--- src/rtl/program_loader_pkg.sv ---
// Shared definitions for the program loader: default geometry, FSM state encoding and
// the BIP HALT opcode. Optional feature macro used by this block: LOADER_CHECKSUM_EN.
package program_loader_pkg;

  localparam int unsigned ADDR_W_DEF = 11;
  localparam int unsigned DATA_W_DEF = 16;
  localparam int unsigned DEPTH_DEF  = 1024;
  localparam int unsigned LEN_W      = 16;

  // BIP opcode that an empty (all-zero) memory word decodes to.
  localparam logic [4:0] OP_HALT = 5'b00000;

  typedef enum logic [2:0] {
    StLenHi,
    StLenLo,
    StDataHi,
    StDataLo,
    StChk,
    StDone,
    StError
  } state_e;

  // Byte stream is accepted in every state except the two terminal ones.
  function automatic logic state_accepts(state_e s);
    return (s != StDone) && (s != StError);
  endfunction

endpackage

--- src/rtl/program_loader_word_asm.sv ---
// Byte pairing for the program loader: holds the high byte of a big-endian pair and presents
// the assembled 16-bit word combinationally with the current (low) byte. When
// LOADER_CHECKSUM_EN is defined it also keeps a running XOR of the payload bytes.
module program_loader_word_asm
  import program_loader_pkg::*;
(
  input  logic        i_clk,
  input  logic        i_rst,
  input  logic        i_clr,
  input  logic [7:0]  i_data,
  input  logic        i_take_hi,
`ifdef LOADER_CHECKSUM_EN
  input  logic        i_acc,
  output logic [7:0]  o_xor,
`endif
  output logic [15:0] o_word
);

  logic [7:0] r_hi;

  // High-byte holding register; cleared on reset and on restart.
  always_ff @(posedge i_clk) begin
    if (!i_rst) begin
      r_hi <= 8'h00;
    end else if (i_clr) begin
      r_hi <= 8'h00;
    end else if (i_take_hi) begin
      r_hi <= i_data;
    end
  end

  assign o_word = {r_hi, i_data};

`ifdef LOADER_CHECKSUM_EN
  logic [7:0] r_xor;

  // Running XOR over payload bytes only; header bytes never reach i_acc.
  always_ff @(posedge i_clk) begin
    if (!i_rst) begin
      r_xor <= 8'h00;
    end else if (i_clr) begin
      r_xor <= 8'h00;
    end else if (i_acc) begin
      r_xor <= r_xor ^ i_data;
    end
  end

  assign o_xor = r_xor;
`endif

endmodule

--- src/rtl/program_loader.sv ---
// Program loader: fills BIP instruction memory from a byte stream framed as a big-endian
// 16-bit word count followed by big-endian instruction words, writing addresses 0..N-1 and
// holding the CPU in reset until the image is complete.
// Optional feature macro: LOADER_CHECKSUM_EN adds a trailing XOR checksum byte (state StChk).
module program_loader
  import program_loader_pkg::*;
#(
  parameter int unsigned ADDR_W = ADDR_W_DEF,
  parameter int unsigned DATA_W = DATA_W_DEF,
  parameter int unsigned DEPTH  = DEPTH_DEF
) (
  input  logic              i_clk,
  input  logic              i_rst,
  input  logic [7:0]        i_in_data,
  input  logic              i_in_valid,
  output logic              o_in_ready,
  input  logic              i_start,
  output logic              o_mem_we,
  output logic [ADDR_W-1:0] o_mem_addr,
  output logic [DATA_W-1:0] o_mem_wdata,
  output logic              o_cpu_rst_n,
  output logic              o_done,
  output logic              o_error
);

  localparam logic [LEN_W-1:0] DepthLen = LEN_W'(DEPTH);

  state_e             r_state;
  state_e             w_state_d;
  logic               r_in_ready;
  logic               r_done;
  logic               r_error;
  logic               r_mem_we;
  logic [ADDR_W-1:0]  r_mem_addr;
  logic [DATA_W-1:0]  r_mem_wdata;
  logic [LEN_W-1:0]   r_count;
  logic [LEN_W-1:0]   r_word_cnt;

  logic               w_hs;
  logic               w_take_hi;
  logic               w_write;
  logic               w_len_load;
  logic               w_clr;
  logic               w_last;
  logic [15:0]        w_word;

  assign w_hs   = i_in_valid && r_in_ready;
  assign w_last = (r_word_cnt + 16'd1) == r_count;

`ifdef LOADER_CHECKSUM_EN
  logic       w_acc;
  logic [7:0] w_xor;

  assign w_acc = w_hs && ((r_state == StDataHi) || (r_state == StDataLo));
`endif

  program_loader_word_asm u_word_asm (
    .i_clk     (i_clk),
    .i_rst     (i_rst),
    .i_clr     (w_clr),
    .i_data    (i_in_data),
    .i_take_hi (w_take_hi),
`ifdef LOADER_CHECKSUM_EN
    .i_acc     (w_acc),
    .o_xor     (w_xor),
`endif
    .o_word    (w_word)
  );

  // Next-state decode; every move except restart requires a byte handshake.
  always_comb begin
    w_state_d  = r_state;
    w_take_hi  = 1'b0;
    w_write    = 1'b0;
    w_len_load = 1'b0;
    w_clr      = 1'b0;
    case (r_state)
      StLenHi: begin
        if (w_hs) begin
          w_take_hi = 1'b1;
          w_state_d = StLenLo;
        end
      end
      StLenLo: begin
        if (w_hs) begin
          w_len_load = 1'b1;
          if (w_word == 16'd0) begin
`ifdef LOADER_CHECKSUM_EN
            w_state_d = StChk;
`else
            w_state_d = StDone;
`endif
          end else if (w_word > DepthLen) begin
            w_state_d = StError;
          end else begin
            w_state_d = StDataHi;
          end
        end
      end
      StDataHi: begin
        if (w_hs) begin
          w_take_hi = 1'b1;
          w_state_d = StDataLo;
        end
      end
      StDataLo: begin
        if (w_hs) begin
          w_write = 1'b1;
          if (w_last) begin
`ifdef LOADER_CHECKSUM_EN
            w_state_d = StChk;
`else
            w_state_d = StDone;
`endif
          end else begin
            w_state_d = StDataHi;
          end
        end
      end
`ifdef LOADER_CHECKSUM_EN
      StChk: begin
        if (w_hs) begin
          w_state_d = (i_in_data == w_xor) ? StDone : StError;
        end
      end
`endif
      StDone, StError: begin
        if (i_start) begin
          w_clr     = 1'b1;
          w_state_d = StLenHi;
        end
      end
      default: w_state_d = StLenHi;
    endcase
  end

  // State, handshake/status flags, word counter and memory write port.
  always_ff @(posedge i_clk) begin
    if (!i_rst) begin
      r_state     <= StLenHi;
      r_in_ready  <= 1'b0;
      r_done      <= 1'b0;
      r_error     <= 1'b0;
      r_mem_we    <= 1'b0;
      r_mem_addr  <= '0;
      r_mem_wdata <= '0;
      r_count     <= '0;
      r_word_cnt  <= '0;
    end else begin
      r_state    <= w_state_d;
      r_in_ready <= state_accepts(w_state_d);
      // done trails entry into StDone by one cycle so it follows the final write pulse.
      r_done     <= (w_state_d == StDone) && (r_state == StDone);
      r_error    <= (w_state_d == StError);
      r_mem_we   <= w_write;
      if (w_len_load) begin
        r_count <= w_word;
      end
      if (w_write) begin
        r_mem_addr  <= r_word_cnt[ADDR_W-1:0];
        r_mem_wdata <= DATA_W'(w_word);
        r_word_cnt  <= r_word_cnt + 16'd1;
      end
      if (w_clr) begin
        r_mem_addr  <= '0;
        r_mem_wdata <= '0;
        r_count     <= '0;
        r_word_cnt  <= '0;
      end
    end
  end

  assign o_in_ready  = r_in_ready;
  assign o_mem_we    = r_mem_we;
  assign o_mem_addr  = r_mem_addr;
  assign o_mem_wdata = r_mem_wdata;
  assign o_cpu_rst_n = r_done;
  assign o_done      = r_done;
  assign o_error     = r_error;

endmodule

--- config.mk ---
export PLATFORM = sky130hd
export DESIGN_NAME = program_loader
export DESIGN_NICKNAME = d
export VERILOG_FILES = /design/src/rtl/program_loader_pkg.sv /design/src/rtl/program_loader_word_asm.sv /design/src/rtl/program_loader.sv
export SDC_FILE = /design/constraint.sdc
export NUM_CORES = 1
export LEC_CHECK = 0
export ABC_CLOCK_PERIOD_IN_PS = 2500
export CAP_MARGIN = 20
export CORE_UTILIZATION = 50
export CTS_CLUSTER_DIAMETER = 40
export DETAILED_ROUTE_END_ITERATION = 7
export GPL_ROUTABILITY_DRIVEN = 0
export PLACE_DENSITY_LB_ADDON = 0.05
export SETUP_SLACK_MARGIN = 0.15
export SLEW_MARGIN = 15
export SYNTH_ARGS = -nofsm -noshare
export SYNTH_HDL_FRONTEND = slang
export SYNTH_SLANG_ARGS = --single-unit
export TNS_END_PERCENT = 5
--- constraint.sdc ---
create_clock -name i_clk -period 2.5 [get_ports i_clk]
set_clock_uncertainty 0.05 [all_clocks]
set_input_delay 0.625 -clock i_clk [delete_from_list [all_inputs] [get_ports i_clk]]
set_output_delay 0.625 -clock i_clk [all_outputs]
set_load 0.05 [all_outputs]
Yosys cells after proc, flatten, opt, wreduce, memory -nomap -nowiden
Cells that the tools add are included.
Storage, ports and cells
  register bits after elaboration: 74
  input bits: 12
  output and inout bits: 32
  word-level logic and storage cells: 46
Cells by class
  $add $sub $neg: 1
  $lt $le $gt $ge: 1
  eq/ne operators: 10
  multiplexer cells: 15
  bitwise logic cells: 1
  reduce and logical (&&, ||, !) cells: 8
Operators by type and width (number)
  two-way mux 3 bit: 8
  adder 16 x 1 -> 16 bit (second input constant): 1
  == test 16 bit: 1
  > comparator 16 x 11 -> 1 bit (second input constant): 1
  zero test 16 bit: 1
  case mux 3 bit (5 select lines): 1
  == test 3 bit (second input constant): 4
  == test 3 x 2 -> 1 bit (second input constant): 2
  two-way mux 1 bit: 6
  != test 3 bit (second input constant): 2
  OR reduction 2 bit: 3
  == test 3 x 1 -> 1 bit (second input constant): 1
  logical AND 1 bit: 3
  zero test 3 bit: 1
  NOT 1 bit: 1

Depth between registers and ports, before layout
Gate-level depths: netlist (run 1).
  depth after elaboration: 7
  gate-level depth with buffers: 8
  depth with buffers taken out: 7

Modules after synthesis
A second synthesis (run 1) with hierarchy kept.
Second synthesis, totals
  cells, all modules: 437
  area, all modules: 3518.4 um^2
Modules (own cells, without submodules)
  program_loader: times used 1, cells an instance 402, area an instance 3165.5 um^2, sequential area each 1321.3 um^2
  program_loader_word_asm: times used 1, cells an instance 35, area an instance 352.8 um^2, sequential area each 160.2 um^2

Least setup slack after synthesis (run 1)
OpenSTA, ideal clock, no wires.
  kind: reg-to-reg
  start point: register r_word_cnt[0]
  end point: register r_in_ready, in the netlist o_in_ready
  setup time: 0.116 ns
  data arrival time: 2.057 ns
  required time: 2.334 ns
  path slack: 0.276 ns
  stages on the path, launching flop included: 8
  buffers on the path: 0
  clock period less this slack: 2.224 ns
  path through: dfxtp_1 > ha_1 > nand3_1 > nor3_1 > mux2_1 > a211oi_2 > o2111ai_2 > o211a_1
Between the ends
  longest elaborated chain between the ends: 7
  elaborated cells between the ends (all ways): 8
  classes of those cells: 1 x add/sub; 3 x eq/ne; 3 x mux; 1 x reduce/logical
Ends and longest elaborated chain
  from (decl): RTL line program_loader.sv:37  | logic [LEN_W-1:0] r_word_cnt;
  from (signal assigned): RTL line program_loader.sv:162  | r_word_cnt <= r_word_cnt + 16'd1;
  adder 16 x 1 -> 16 bit *: RTL line program_loader.sv:48  | assign w_last = (r_word_cnt + 16'd1) == r_count;
  == test 16 bit *: RTL line program_loader.sv:48
  two-way mux 3 bit *: RTL line program_loader.sv:109  | if (w_last) begin
  two-way mux 3 bit *: RTL line program_loader.sv:107  | if (w_hs) begin
  case mux 3 bit (5 select lines) *: RTL line program_loader.sv:77  | case (r_state)
  != test 3 bit: RTL line program_loader_pkg.sv:25  | return (s != StDone) && (s != StError);
  logical AND 1 bit *: RTL line program_loader_pkg.sv:25
  to (signal assigned): RTL line program_loader.sv:151  | r_in_ready <= state_accepts(w_state_d);
  to (decl): RTL line program_loader.sv:30  | logic r_in_ready;
Every way passes the cells marked *; elsewhere a longest branch is shown, timed or not.
A chain may end at the register's enable or synchronous reset.

Final worst setup path (run 1)
  start point: register r_in_ready, in the netlist o_in_ready
  end point: output o_in_ready
RTL lines
  to (decl): RTL line program_loader.sv:16  | output logic o_in_ready,
No word-level cell between the ends.

==> impl_metrics.ini, run 1 <==
[critical_path]
crit_family = buffers and inverters
max_stage_delay_ps = 830
critical_path_buf_inv_count = 1
rr_worst_depth = 8
worst-setup-path-type = flop to output pin
worst_ep_arrival_time_ps = 1570
endpoint_kind = output pin
r2r_slack_ps = 290
worstPathMaxFanout = 5
path_cells = clkdlybuf4s50_1
start_kind = flop
r2r_start = r_word_cnt[0]
cp.required_ps = 1820
reg2reg_to = r_state[2]
slowest_stage = clkdlybuf4s50_1

[hold_path]
hold_path.class = flop to flop
whs_path_depth = 2
min_to = o_mem_addr[7]
hold_start = o_mem_addr[7]

[synthesis]
ys_seq_area_share_pct = 44.0
synth_simple_gate_area_share_pct = 24.3
postSynthCellCount = 402
synth_ff_type = dfxtp_1
synthesis.area_um2 = 3370
synth_top_area_share_pct = 44.0
yosysTopAreaCell = dfxtp_1
synth_edf_count = 0
ys_async_sr_fraction_pct = 0
synthMuxAreaShare_pct = 5.72
synth_seq_cells = 74
synth_fa_ha_area_share_pct = 0.371
avgSynthCellArea_um2 = 8.38
synth_warnings = 0
synth_cell_types = 52
netlist_top_cells_count = 85 x nand2_1, 74 x dfxtp_1, 43 x a21oi_1, 41 x nor2_1, 22 x xnor2_1
synth_fp_nets = 415
synth-compound-area-share_pct = 11.4
synth_most_common_cell = nand2_1
synth_top_family_by_area = simple AND/OR/NAND/NOR gates
ys_top_cells_by_area = dfxtp_1 44%, nand2_1 9.5%, a21oi_1 6.4%
synth_xor_area_share_pct = 9.92

[sta]
slew_violations = 0
hold_viol = 0
rsz0062_at_grt = yes
setup_tns_ps = 0
max_freq_ghz = 0.446
period_minus_slack_ps = 2240
slew_headroom_pct = 65.8
setup_viol = 0
tightestPinTransition_ps = 511
period_share_pct = 89.7

[final_layout]
diodes = 0
syn_to_final_growth_pct = 25.6
fillers = 560
fin_nets = 467
final_area_um2 = 4230
layout-drive-gt1-share_pct = 13.1

[route]
wl_per_cell_um = 14.5
ant_nets = 0
wl_um = 7760
drc_errors = 8
drt_first_pass_iters = 7
num_vias = 2910
vias_per_cell = 5.43
drt_iter0_markers = 145

[global_route]
grt_pass1_vias = 2687
track_usage_pct = 23.8
grt_pass1_wl_um = 13100
grt_overflow = 0
antenna_found_initial = 0
grt_max_degree = 68

[floorplanning]
start_util_pct = 52.4
row_count = 29
die_x_um = 84.1
core-area_um2 = 6420
fp.dieH_um = 84.1
die_area_um2 = 7070
pin_count = 44

[run]
maxCapViolCount = 0

[power]
p_leak_nw = 1.48
ir_worst_vdd_mv = 0.331
p_per_area_nw_per_um2 = 542

[status]
violations = design-rule violations
outcome = finished with violations

[clocking]
cts_tree = yes
clock_latency_ps = 350
clk_pin_slew_ps = 70
cts.htree.levels = 3
numCtsBuffers = 9
clock-sinks = 74
root_buffer = clkbuf_8
cts_setup_buffers = 0
ctsHoldBuffers = 0
cts_resized = 0
cts_buffer_depth = 2

[placed_design]
dp_hpwl_um = 5550
io_buffers = 43
post_dp_cell_area_um2 = 4010
-- power by group --
part | internal, mW | switching [mW]
clock network | 0.497 | 0.464
registers | 1.19 | 0.0180
logic | 0.0589 | 0.0675
total | 1.75 | 0.550
-- routing by layer --
metal  vias to the layer above  global-route usage [%]  share of wire, %
li1                       1470                       -                 -
met1                      1359                    29.9                47
met2                        70                    38.7                47
met3                        11                    4.75               4.5
met4                         0                    11.9               2.0
met5                         -                       0                 0
-- sequential cells by signal (all words and copies together), names as in the netlist, 3 cells and up --
signal           count
o_mem_addr          11
o_mem_wdata         16
r_count             16
r_state              3
r_word_cnt          16
u_word_asm.r_hi      8
-- cell families after synthesis --
logic type	Yosys count
flip-flops	74
AND/OR/NAND/NOR	177
XOR/XNOR	36
adder cells (fa/ha/maj)	1
multiplexers	19
buffers and inverters	31
AO/OA/AOI/OAI	64
-- worst max path at each step --
stage	startpoint	end	slack, ps	depth (start not counted)
floorplan	r_word_cnt[0]	o_in_ready	280	7
global placement	i_in_data[1]	r_state[1]	-40	7
detailed placement	i_in_data[1]	r_state[1]	-60	7
CTS	r_word_cnt[2]	r_state[2]	220	7
global route	i_in_data[0]	r_state[1]	140	7
finish	o_in_ready	o_in_ready	260	1
-- final cells by class --
| type | count | area, um2 | area share [%] |
|---|---|---|---|
| clock buffer | 10 | 138 | 3.25 |
| clock inverter | 6 | 71.3 | 1.69 |
| inverter | 1 | 3.75 | 0.0887 |
| multi-input combinational | 297 | 1770 | 41.9 |
| sequential | 74 | 1480 | 35.1 |
| tap | 77 | 96.3 | 2.28 |
| timing repair buffer | 71 | 666 | 15.7 |
-- metrics by stage --
step	hold WS [ps]	setup slack (ps)	cells	util [%]	total power [mW]
final	403	257	536	65.9	2.29
after global routing	422	139	536	65.9	2.37
after CTS	406	218	536	65.6	2.31
after detailed placement	395	-61.0	520	62.4	1.36
after global placement	391	-43.2	520	62.4	1.36
after floorplan	402	276	402	-	1.29
-- cells in the final DEF, fill, tap and decap left out, types with 3 or more instances in the layout --
cell type,instances
nand4_1,6
o21ai_1,3
clkdlybuf4s50_1,43
dfxtp_1,72
mux2i_1,17
clkbuf_8,10
nor4_1,3
xnor2_1,22
and4_1,3
a21oi_1,43
xor2_1,13
nor2_1,41
nand3_1,10
buf_4,26
nor3_1,5
or3_1,4
nand2_1,85
Power figures use the tool's default switching activity.
==> inputs of run 2 (changes only) <==
- DONT_BUFFER_PORTS: not set -> 1
==> impl_metrics.ini, run 2 (synthesis results as in run 1) <==
[status]
outcome = finished with violations
violations = design-rule violations

[global_route]
met2_usage_pct = 34.9
track_usage_pct = 22.8
grt_max_degree = 68
grt_overflow = 0
met3_usage_pct = 5.93
grt_pass1_wl_um = 12300
antenna_found_initial = 0
grt_pass1_vias = 2481
top_usage_layer = met2
use_met1_pct = 28.9

[route]
vias_per_cell = 5.59
drt_iter0_markers = 107
drt_first_pass_iters = 6
wl_per_cell_um = 15.5
ant_nets = 0
drc_errors = 8
num_vias = 2659
wl_um = 7390

[floorplanning]
core-area_um2 = 6420
die_x_um = 84.1
fp.dieH_um = 84.1
start_util_pct = 52.4
pin_count = 44
row_count = 29
die_area_um2 = 7070

[clocking]
cts.htree.levels = 3
clk_pin_slew_ps = 80
numCtsBuffers = 9
ctsHoldBuffers = 0
root_buffer = clkbuf_8
clock-sinks = 74
cts_resized = 1
cts_tree = yes
cts_buffer_depth = 2
cts_setup_buffers = 0
clock_latency_ps = 350

[power]
p_leak_nw = 1.25
p_per_area_nw_per_um2 = 605
ir_worst_vdd_mv = 0.367

[final_layout]
mostFrequentLayoutCells = 85 x nand2_1, 73 x dfxtp_1, 43 x a21oi_1
utilization_pct = 57.5
syn_to_final_growth_pct = 9.55
layout-drive-gt1-share_pct = 11.0
diodes = 0
fin_nets = 407
layout_commonest_cell = nand2_1

[critical_path]
max_stage_delay_ps = 580
slowest_stage = or4_4
worst-setup-path-type = flop to flop
cp.required_ps = 2700
rr_worst_depth = 5
worstPathMaxFanout = 9
path_cells = nand4_1 -> or4_4 -> a211oi_2 -> o2111ai_2 -> o211a_1
start_kind = flop
worst_ep_arrival_time_ps = 2430
endpoint_kind = flop

[sta]
slew_violations = 0
rsz0062_at_grt = yes
period_share_pct = 89.2
hold_viol = 0
period_minus_slack_ps = 2230
slew_headroom_pct = 58.3
setup_viol = 0
setup_tns_ps = 0
tightestPinTransition_ps = 623
max_freq_ghz = 0.448

[placed_design]
dp_hpwl_um = 5180
io_buffers = 0

[hold_path]
hold_path.class = input port to flop
whs_path_depth = 1

[run]
maxCapViolCount = 0
-- run 2: cell type report --
class	instances	area [um2]
sequential	74	1480
inverter	1	3.75
multi-input combinational	297	1790
clock inverter	7	75.1
tap	77	96.3
timing repair buffer	11	120
fill	612	2730
clock buffer	9	124
-- run 2: critical path: cells and delay by family (launching register included) --
family	cells	cell delay, ps
AO/OA/AOI/OAI	3	730
flip-flops	1	540
AND/OR/NAND/NOR	2	800
-- run 2: final timing paths --
kind / startpoint / endpoint / slack, ps
setup / recovery: r_word_cnt[3] / r_state[1] / 270
hold / removal: i_rst / o_mem_we / 340
setup reg to reg: r_word_cnt[3] / r_state[1] / 270
hold reg to reg: r_word_cnt[15] / r_word_cnt[15] / 460
-- run 2: through the flow --
| step | instance area, um2 | hold WS [ps] | setup slack, ps | power, mW | cells |
|---|---|---|---|---|---|
| after floorplan | 3370 | 402 | 276 | 1.29 | 402 |
| after global placement | 3460 | 442 | 262 | 1.32 | 460 |
| after detailed placement | 3460 | 448 | 151 | 1.32 | 460 |
| after CTS | 3660 | 330 | 169 | 2.26 | 476 |
| after global routing | 3690 | 321 | 135 | 2.32 | 476 |
| final | 3690 | 343 | 269 | 2.23 | 476 |
-- run 2: routing by layer --
layer	up-vias	wire (um)	part of all wire (%)
met1	1239	3540	48
met5	-	0	0
met3	13	361	4.9
met4	0	161	2.2
li1	1348	-	-
met2	59	3330	45
-- run 2: where the power goes --
| group | internal, mW | switching, mW |
|---|---|---|
| sequential | 1.19 | 0.0171 |
| clock | 0.469 | 0.471 |
| combinational | 0.0337 | 0.0515 |
| total | 1.69 | 0.539 |
